`src/rtl/hazard_detect.sv`:
```
// Pipeline hazard unit: load-use stall, branch flush, LSU-busy freeze with
// timeout detection and saturating stall/flush performance counters.
module hazard_detect #(
   parameter int unsigned TIMEOUT_CYC = 255
) (
   input  logic        i_clk,
   input  logic        i_rst_n,
   input  logic [31:0] i_hzd_inst_decode,
   input  logic [4:0]  i_hzd_rd_addr_at_execute,
   input  logic        i_hzd_mem_rden_at_execute,
   input  logic        i_hzd_branch_taken,
   input  logic        i_hzd_lsu_busy,
   input  logic        i_hzd_err_clr,
   output logic        o_hzd_pc_en,
   output logic        o_hzd_if_id_en,
   output logic        o_hzd_id_ex_en,
   output logic        o_hzd_ex_mem_en,
   output logic        o_hzd_if_id_flush,
   output logic        o_hzd_id_ex_flush,
   output logic        o_hzd_freeze,
   output logic        o_hzd_timeout,
   output logic [15:0] o_hzd_stall_cnt,
   output logic [15:0] o_hzd_flush_cnt
);

   typedef enum logic {RUN, FREEZE} state_t;

   state_t      state, state_nxt;
   logic [7:0]  busy_cnt, busy_cnt_nxt;
   logic        branch_held;
   logic        rs1_use, rs2_use, load_use;
   logic        branch_flush, timeout_set;
   logic [6:0]  opcode;
   logic [4:0]  rs1, rs2;

   assign opcode = i_hzd_inst_decode[6:0];
   assign rs1    = i_hzd_inst_decode[19:15];
   assign rs2    = i_hzd_inst_decode[24:20];

   always_comb begin
      rs1_use = 1'b0;
      rs2_use = 1'b0;
      case (opcode)
         7'b0110011, 7'b0100011, 7'b1100011: begin
            rs1_use = 1'b1;
            rs2_use = 1'b1;
         end
         7'b0010011, 7'b0000011, 7'b1100111: rs1_use = 1'b1;
         default: ;
      endcase
   end

   assign load_use = i_hzd_mem_rden_at_execute && (i_hzd_rd_addr_at_execute != '0) &&
                     ((rs1_use && (rs1 == i_hzd_rd_addr_at_execute)) ||
                      (rs2_use && (rs2 == i_hzd_rd_addr_at_execute)));

   // A branch resolved while EX is frozen is remembered so its flush lands
   // on the first non-busy cycle even if the input has already dropped.
   assign branch_flush = !i_hzd_lsu_busy && (i_hzd_branch_taken || branch_held);

   always_comb begin
      state_nxt         = i_hzd_lsu_busy ? FREEZE : RUN;
      o_hzd_pc_en       = 1'b1;
      o_hzd_if_id_en    = 1'b1;
      o_hzd_id_ex_en    = 1'b1;
      o_hzd_ex_mem_en   = 1'b1;
      o_hzd_if_id_flush = 1'b0;
      o_hzd_id_ex_flush = 1'b0;
      if (i_hzd_lsu_busy) begin
         o_hzd_pc_en     = 1'b0;
         o_hzd_if_id_en  = 1'b0;
         o_hzd_id_ex_en  = 1'b0;
         o_hzd_ex_mem_en = 1'b0;
      end else if (branch_flush) begin
         o_hzd_if_id_flush = 1'b1;
         o_hzd_id_ex_flush = 1'b1;
      end else if (load_use) begin
         o_hzd_pc_en       = 1'b0;
         o_hzd_if_id_en    = 1'b0;
         o_hzd_id_ex_flush = 1'b1;
      end
   end

   always_comb begin
      busy_cnt_nxt = '0;
      if (state == FREEZE && i_hzd_lsu_busy)
         busy_cnt_nxt = (busy_cnt == '1) ? busy_cnt : busy_cnt + 8'd1;
   end

   // Timeout fires on the edge where the counter reaches TIMEOUT_CYC.
   assign timeout_set = (state == FREEZE) && i_hzd_lsu_busy &&
                        (({1'b0, busy_cnt} + 9'd1) == 9'(TIMEOUT_CYC));

   assign o_hzd_freeze = (state == FREEZE);

   always_ff @(posedge i_clk or negedge i_rst_n) begin
      if (!i_rst_n) begin
         state           <= RUN;
         busy_cnt        <= '0;
         branch_held     <= 1'b0;
         o_hzd_timeout   <= 1'b0;
         o_hzd_stall_cnt <= '0;
         o_hzd_flush_cnt <= '0;
      end else begin
         state       <= state_nxt;
         busy_cnt    <= busy_cnt_nxt;
         branch_held <= i_hzd_lsu_busy ? (branch_held || i_hzd_branch_taken) : 1'b0;
         if (timeout_set)
            o_hzd_timeout <= 1'b1;
         else if (i_hzd_err_clr)
            o_hzd_timeout <= 1'b0;
         if (!o_hzd_pc_en && o_hzd_stall_cnt != '1)
            o_hzd_stall_cnt <= o_hzd_stall_cnt + 16'd1;
         if (branch_flush && o_hzd_flush_cnt != '1)
            o_hzd_flush_cnt <= o_hzd_flush_cnt + 16'd1;
      end
   end

endmodule
```
`config.mk`:
```
export PLATFORM = sky130hd
export DESIGN_NAME = hazard_detect
export DESIGN_NICKNAME = d
export VERILOG_FILES = /design/src/rtl/hazard_detect.sv
export SDC_FILE = /design/constraint.sdc
export NUM_CORES = 1
export LEC_CHECK = 0
export ABC_AREA = 1
export ABC_CLOCK_PERIOD_IN_PS = 3350
export BUFFER_PORTS_ARGS = -buffer_cell sky130_fd_sc_hd__buf_2
export CORE_MARGIN = 2
export CORE_UTILIZATION = 45
export CTS_BUF_LIST = sky130_fd_sc_hd__clkbuf_16
export DETAILED_ROUTE_END_ITERATION = 6
export PLACE_DENSITY = 0.73
export REMOVE_ABC_BUFFERS = 1
export SYNTH_ARGS = -nofsm -noshare
export SYNTH_HDL_FRONTEND = slang
export SYNTH_SLANG_ARGS = --single-unit
```
`constraint.sdc`:
```
create_clock -name i_clk -period 3.35 [get_ports i_clk]
set_input_delay 0.1675 -clock i_clk [delete_from_list [all_inputs] [get_ports i_clk]]
set_output_delay 0.1675 -clock i_clk [all_outputs]
set_load 0.01 [all_outputs]
```
-- Yosys cells after proc, flatten, opt, wreduce, memory -nomap -nowiden
Index checks and enable logic that the tools add are counted.
- bits in latches: 0
- flip-flop bits (word level): 43
- logic and storage cells: 57
- memories kept: 0
- memory bits (read-only): 0
- memory bits (writable): 0
- input bits: 43
- output and inout port bits: 40
- eq/ne operators: 13
- magnitude comparators: 0
- div/mod/pow operators: 0
- shifts and indexed selects: 0
- muxes and demuxes: 17
- bitwise operators: 0
- reductions and logical operators: 17
- $add $sub $neg: 4
- $mul: 0
- operators by type and width (operator ; number):
    adder 16 x 1 -> 16 bit, second input constant ; 2
    != test 16 bit, second input constant ; 2
    2-to-1 mux 8 bit ; 2
    2-to-1 mux 1 bit ; 15
    equality test 7 x 6 -> 1 bit, second input constant ; 2
    equality test 7 bit, second input constant ; 2
    equality test 5 bit ; 2
    adder 8 x 1 -> 9 bit, second input constant ; 1
    equality test 9 x 8 -> 1 bit, second input constant ; 1
    logical AND 1 bit ; 9
    adder 8 x 1 -> 8 bit, second input constant ; 1
    equality test 8 bit, second input constant ; 1
    equality test 7 x 2 -> 1 bit, second input constant ; 1
    equality test 7 x 5 -> 1 bit, second input constant ; 1
    OR reduction 6 bit ; 1
    nonzero test 5 bit ; 1
    OR reduction 3 bit ; 1
    logical NOT 1 bit ; 2
    logical OR 1 bit ; 2
    != test 2 bit, second input constant ; 1
    nonzero test 2 bit ; 1

-- Logic depth before layout (Yosys ltp)
- depth in word-level cells: 11
- mapped depth: 14
- gate-level depth less buffers: 13

-- Worst setup path after synthesis
No wires, ideal clock.
- path kind: register to register
- start point: reg o_hzd_stall_cnt[0]
- end point: reg o_hzd_stall_cnt[7]
- slack: 1611 ps
- setup time: 117 ps
- clock period less this slack: 1739 ps
- cell stages (with the launch flop): 10
- data required time: 3233 ps
- buffers on the path: 1
- arrival time: 1622 ps
- cell sequence: dfrtp_1 ha_1 nand3_1 nor2_2 nand2_1 nor2_4 nand4_4 buf_2 nand3_1 nand2_1
- word-level cells in the longest chain between the ends: 2
- elaborated cells on any way between the ends: 3
- classes of those cells: add/sub (1); eq/ne (1); reduce/logical (1)
- RTL lines (what ; RTL line ; source):
    start, declared ; 22 ; output logic [15:0] o_hzd_stall_cnt,
    start signal, assigned ; 113 ; o_hzd_stall_cnt <= o_hzd_stall_cnt + 16'd1;
    branches (longest 2 deep; another with adder 16 x 1 -> 16 bit) ; - ;
Parallel ways; which one is timed is not known.
A chain may end at the register's enable or synchronous reset.

-- Final worst setup path
- start point: reg o_hzd_stall_cnt[0]
- end point: reg o_hzd_stall_cnt[10]
Same word-level chain as after synthesis.

==> impl_metrics.tcl <==
set metrics [dict create \
    cts.clk_slew.worst_paths_ns 0.06 \
    pin_count_of_the_biggest_net_entering_global_routing 44 \
    timing.critical_path.from "o_hzd_stall_cnt[0]$_DFFE_PN0P_" \
    cts.path.max_buffers 2 \
    min_period_over_period_pct 60.6 \
    sum_of_net_half_perimeters_after_detailed_placement_mm 4.00 \
    h-tree-depth 2 \
    floorplan.die.width_um 79.2 \
    worstReg2RegStart "o_hzd_stall_cnt[0]$_DFFE_PN0P_" \
    num_vias 2283 \
    crit-reg2reg-capture "o_hzd_stall_cnt[10]$_DFFE_PN0P_" \
    syn_to_final_growth_pct 20.6 \
    ys_ff_latch 43 \
    antenna_cells_inserted 0 \
    rows 27 \
    cts_tree "done" \
    timing.max_slew.rel_slack_pct 38.0 \
    synth-seq-area-share_pct 42.3 \
    synthesis.area_um2 2550 \
    die_area_um2 6280 \
    cts.sink_count 43 \
    vias_per_cell 4.83 \
    total_power_mw 1.45 \
    io_buffers 67 \
    ys_types 27 \
    grt_first_pass_wirelength_mm 9.64 \
    outcome "finished, final reports clean" \
    cts_inserted_buffers 5 \
    drt_first_iter_violations 108 \
    layout.nets 447 \
    routability_driven_placement_congestion_ratio 0.874 \
    post_layout_nonfiller_instances 473 \
    fin_tns_setup_ns 0 \
    first_global_vias 2231 \
    postCtsSetupBuffers 0 \
    max-vdd-ir-drop_uv 311 \
    area.sequential_um2 1080 \
    timing.critical_path.slowest_cell_delay_ns 0.43 \
    timing.hold.worst.class "in -> async" \
    detail_route.wirelength_mm 5.42 \
    worst_hold_slack_ns 0.0279 \
    edff_count_synth 0 \
    final_period_minus_worst_setup_slack_ns 2.03 \
    fin_skew_ns 0.00664 \
    multi_input_area_um2 1280 \
    critical_path.slowest_cell "dfrtp_1" \
    fraction_of_final_layout_cells_sized_beyond_drive_strength_1_pct 22.2 \
    initial_utilization_pct 46.5 \
    cts_hold_repair.buffers 0 \
    timing.critical_path.cells "ha_1 -> nand3_1 -> nor2_2 -> nand2_1 -> nor2_4 -> nand4_4 -> nand2_4 -> nand2_1 -> nand2_1" \
    setup.worst_path.class "reg -> reg" \
    routedWlPerCell_um 11.5 \
    timing.max_cap.violations 0 \
    critPathRequiredTime_ns 3.57 \
    critical_path.endpoint_type "flop" \
    tightest_slew_ns 0.930 \
    antenna_left 0 \
    clock_tree.root_cell "clkbuf_16" \
    final_hold_viol_count 0 \
    mean_area_per_synthesized_cell_um2 7.67 \
    worst_ep_arrival_time_ns 2.25 \
    unrepaired_setup_endpoints_after_global_routing "false" \
    crit_path_max_fanout 16 \
    power_leakage_nw 1.68 \
    worst_r2r_path_depth 9 \
    setup.reg_to_reg.worst_slack_ns 1.32 \
    antenna_found_initial 0 \
    detailedRoute.firstPassIterationCount 4 \
    global_route.overflow_total 0 \
    crit_top_cell "nand2_1" \
    max_clock_freq_mhz 492 \
    io_pins 83 \
    slew_viol_final 0 \
    synth_warnings 0 \
    drc 0 \
    clock_latency_ns 0.28 \
    cts.repair.resized 0 \
    postSynthCellCount 332 \
    synthArstFlopShare_pct 100 \
    core_area_um2 5470 \
    dp.cells 465 \
    p_per_area_nw_per_um2 472 \
    final-setup-viol-count 0 \
    dieHeight_um 79.2 \
    worstSetupStartpointType "flop" \
    setup.worst_path.end "o_hzd_stall_cnt[10]$_DFFE_PN0P_" \
    dominantRegCellSynth "dfrtp_1" \
    final.fill_count 527 \
    grt.total_usage_pct 18.9 \
]
==> cell usage after synthesis, types with 2 or more instances <==
master | n | area [um^2]
nor2_1 | 32 | 120
inv_1 | 32 | 120
nand2_1 | 99 | 372
nand2_2 | 2 | 12.5
nor3_1 | 6 | 30.0
nand3_1 | 39 | 195
o21ai_1 | 5 | 25.0
xnor2_1 | 17 | 149
inv_2 | 7 | 26.3
nand4_1 | 6 | 37.5
ha_1 | 4 | 50.1
buf_4 | 2 | 15.0
buf_2 | 3 | 15.0
xor2_1 | 20 | 175
a21oi_1 | 2 | 10.0
dfrtp_1 | 43 | 1080
o21ai_0 | 3 | 15.0
==> placed cells by master (no fill, tap or decap), types with 2 or more instances in the layout <==
cell type | synthesis | final
nand2_1 | 99 | 99
o21ai_1 | 5 | 5
dfrtp_1 | 43 | 43
ha_1 | 4 | 4
nand4_1 | 6 | 6
o21ai_0 | 3 | 3
nor2_1 | 32 | 32
xnor2_1 | 17 | 17
inv_2 | 7 | 7
a21oi_1 | 2 | 2
xor2_1 | 20 | 20
nand3_1 | 39 | 39
nor3_1 | 6 | 6
buf_2 | 3 | 67
nand2_2 | 2 | 2
inv_1 | 32 | 33
clkbuf_16 | 0 | 5
==> routing by layer <==
| layer | share of wire [%] | GRT usage (%) | vias up |
|---|---|---|---|
| li1 | - | - | 1176 |
| met1 | 45 | 24.7 | 1034 |
| met2 | 48 | 32.5 | 67 |
| met3 | 5.2 | 3.30 | 6 |
| met4 | 0.94 | 5.00 | 0 |
| met5 | 0 | 0 | - |
==> stage by stage <==
| stage | setup slack [ns] | util [%] | instance area [um^2] |
|---|---|---|---|
| 2_1_floorplan | 1.62 | - | 2500 |
| 3_3_place_gp | 1.40 | 53.5 | 2930 |
| 3_5_place_dp | 1.33 | 53.5 | 2930 |
| 4_1_cts | 1.30 | 56.1 | 3070 |
| 5_1_grt | 1.07 | 56.1 | 3070 |
| 6_report | 1.32 | 56.1 | 3070 |
==> cells by family (layout without fill, tap and decap cells) <==
logic type,count (synthesis),in the layout,share of synthesized area (%)
compound gates,11,11,2.26
xor+xnor,37,37,12.7
fa+ha+maj,4,4,1.97
buf+inv,46,115,7.52
flops,43,43,42.3
simple gates,191,191,33.3
==> power by group <==
| part | switching, mW | total (mW) | internal, mW |
|---|---|---|---|
| clock network | 0.196 | 0.468 | 0.272 |
| logic | 0.170 | 0.307 | 0.136 |
| registers | 0.0876 | 0.675 | 0.587 |
==> state kept, by name (all words and copies together), names as in the netlist <==
signal / count
o_hzd_stall_cnt: 16
o_hzd_flush_cnt: 16
branch_held: 1
busy_cnt: 8
o_hzd_timeout: 1
o_hzd_freeze: 1
==> worst min path at each step <==
| stage | to | cells past startpoint | slack (ns) |
|---|---|---|---|
| 3_5_place_dp | o_hzd_freeze$_DFF_PN0_ | 1 | 0.34 |
| 4_1_cts | o_hzd_freeze$_DFF_PN0_ | 1 | 0.05 |
| 6_report | busy_cnt[6]$_DFFE_PN0P_ | 1 | 0.03 |
| 2_1_floorplan | branch_held$_DFF_PN0_ | 0 | -0.13 |
| 3_3_place_gp | o_hzd_freeze$_DFF_PN0_ | 1 | 0.34 |
| 5_1_grt | o_hzd_freeze$_DFF_PN0_ | 1 | 0.05 |
==> cell type report <==
type,count,share of cell area [%]
multi-input cells,243,41.6
flip-flops and latches,43,35.0
repair buffers,67,10.9
inverters,40,4.89
clock buffers,5,4.07
well taps,72,2.93
clock inverters,3,0.530
==> critical path, delay by kind of cell (launching register included) <==
kind                       cells  cell delay, ns
and+or+nand+nor                8            1.30
adders and majority gates      1            0.25
DFF                            1            0.43
Note: power is estimated with default switching activity, not from simulation.
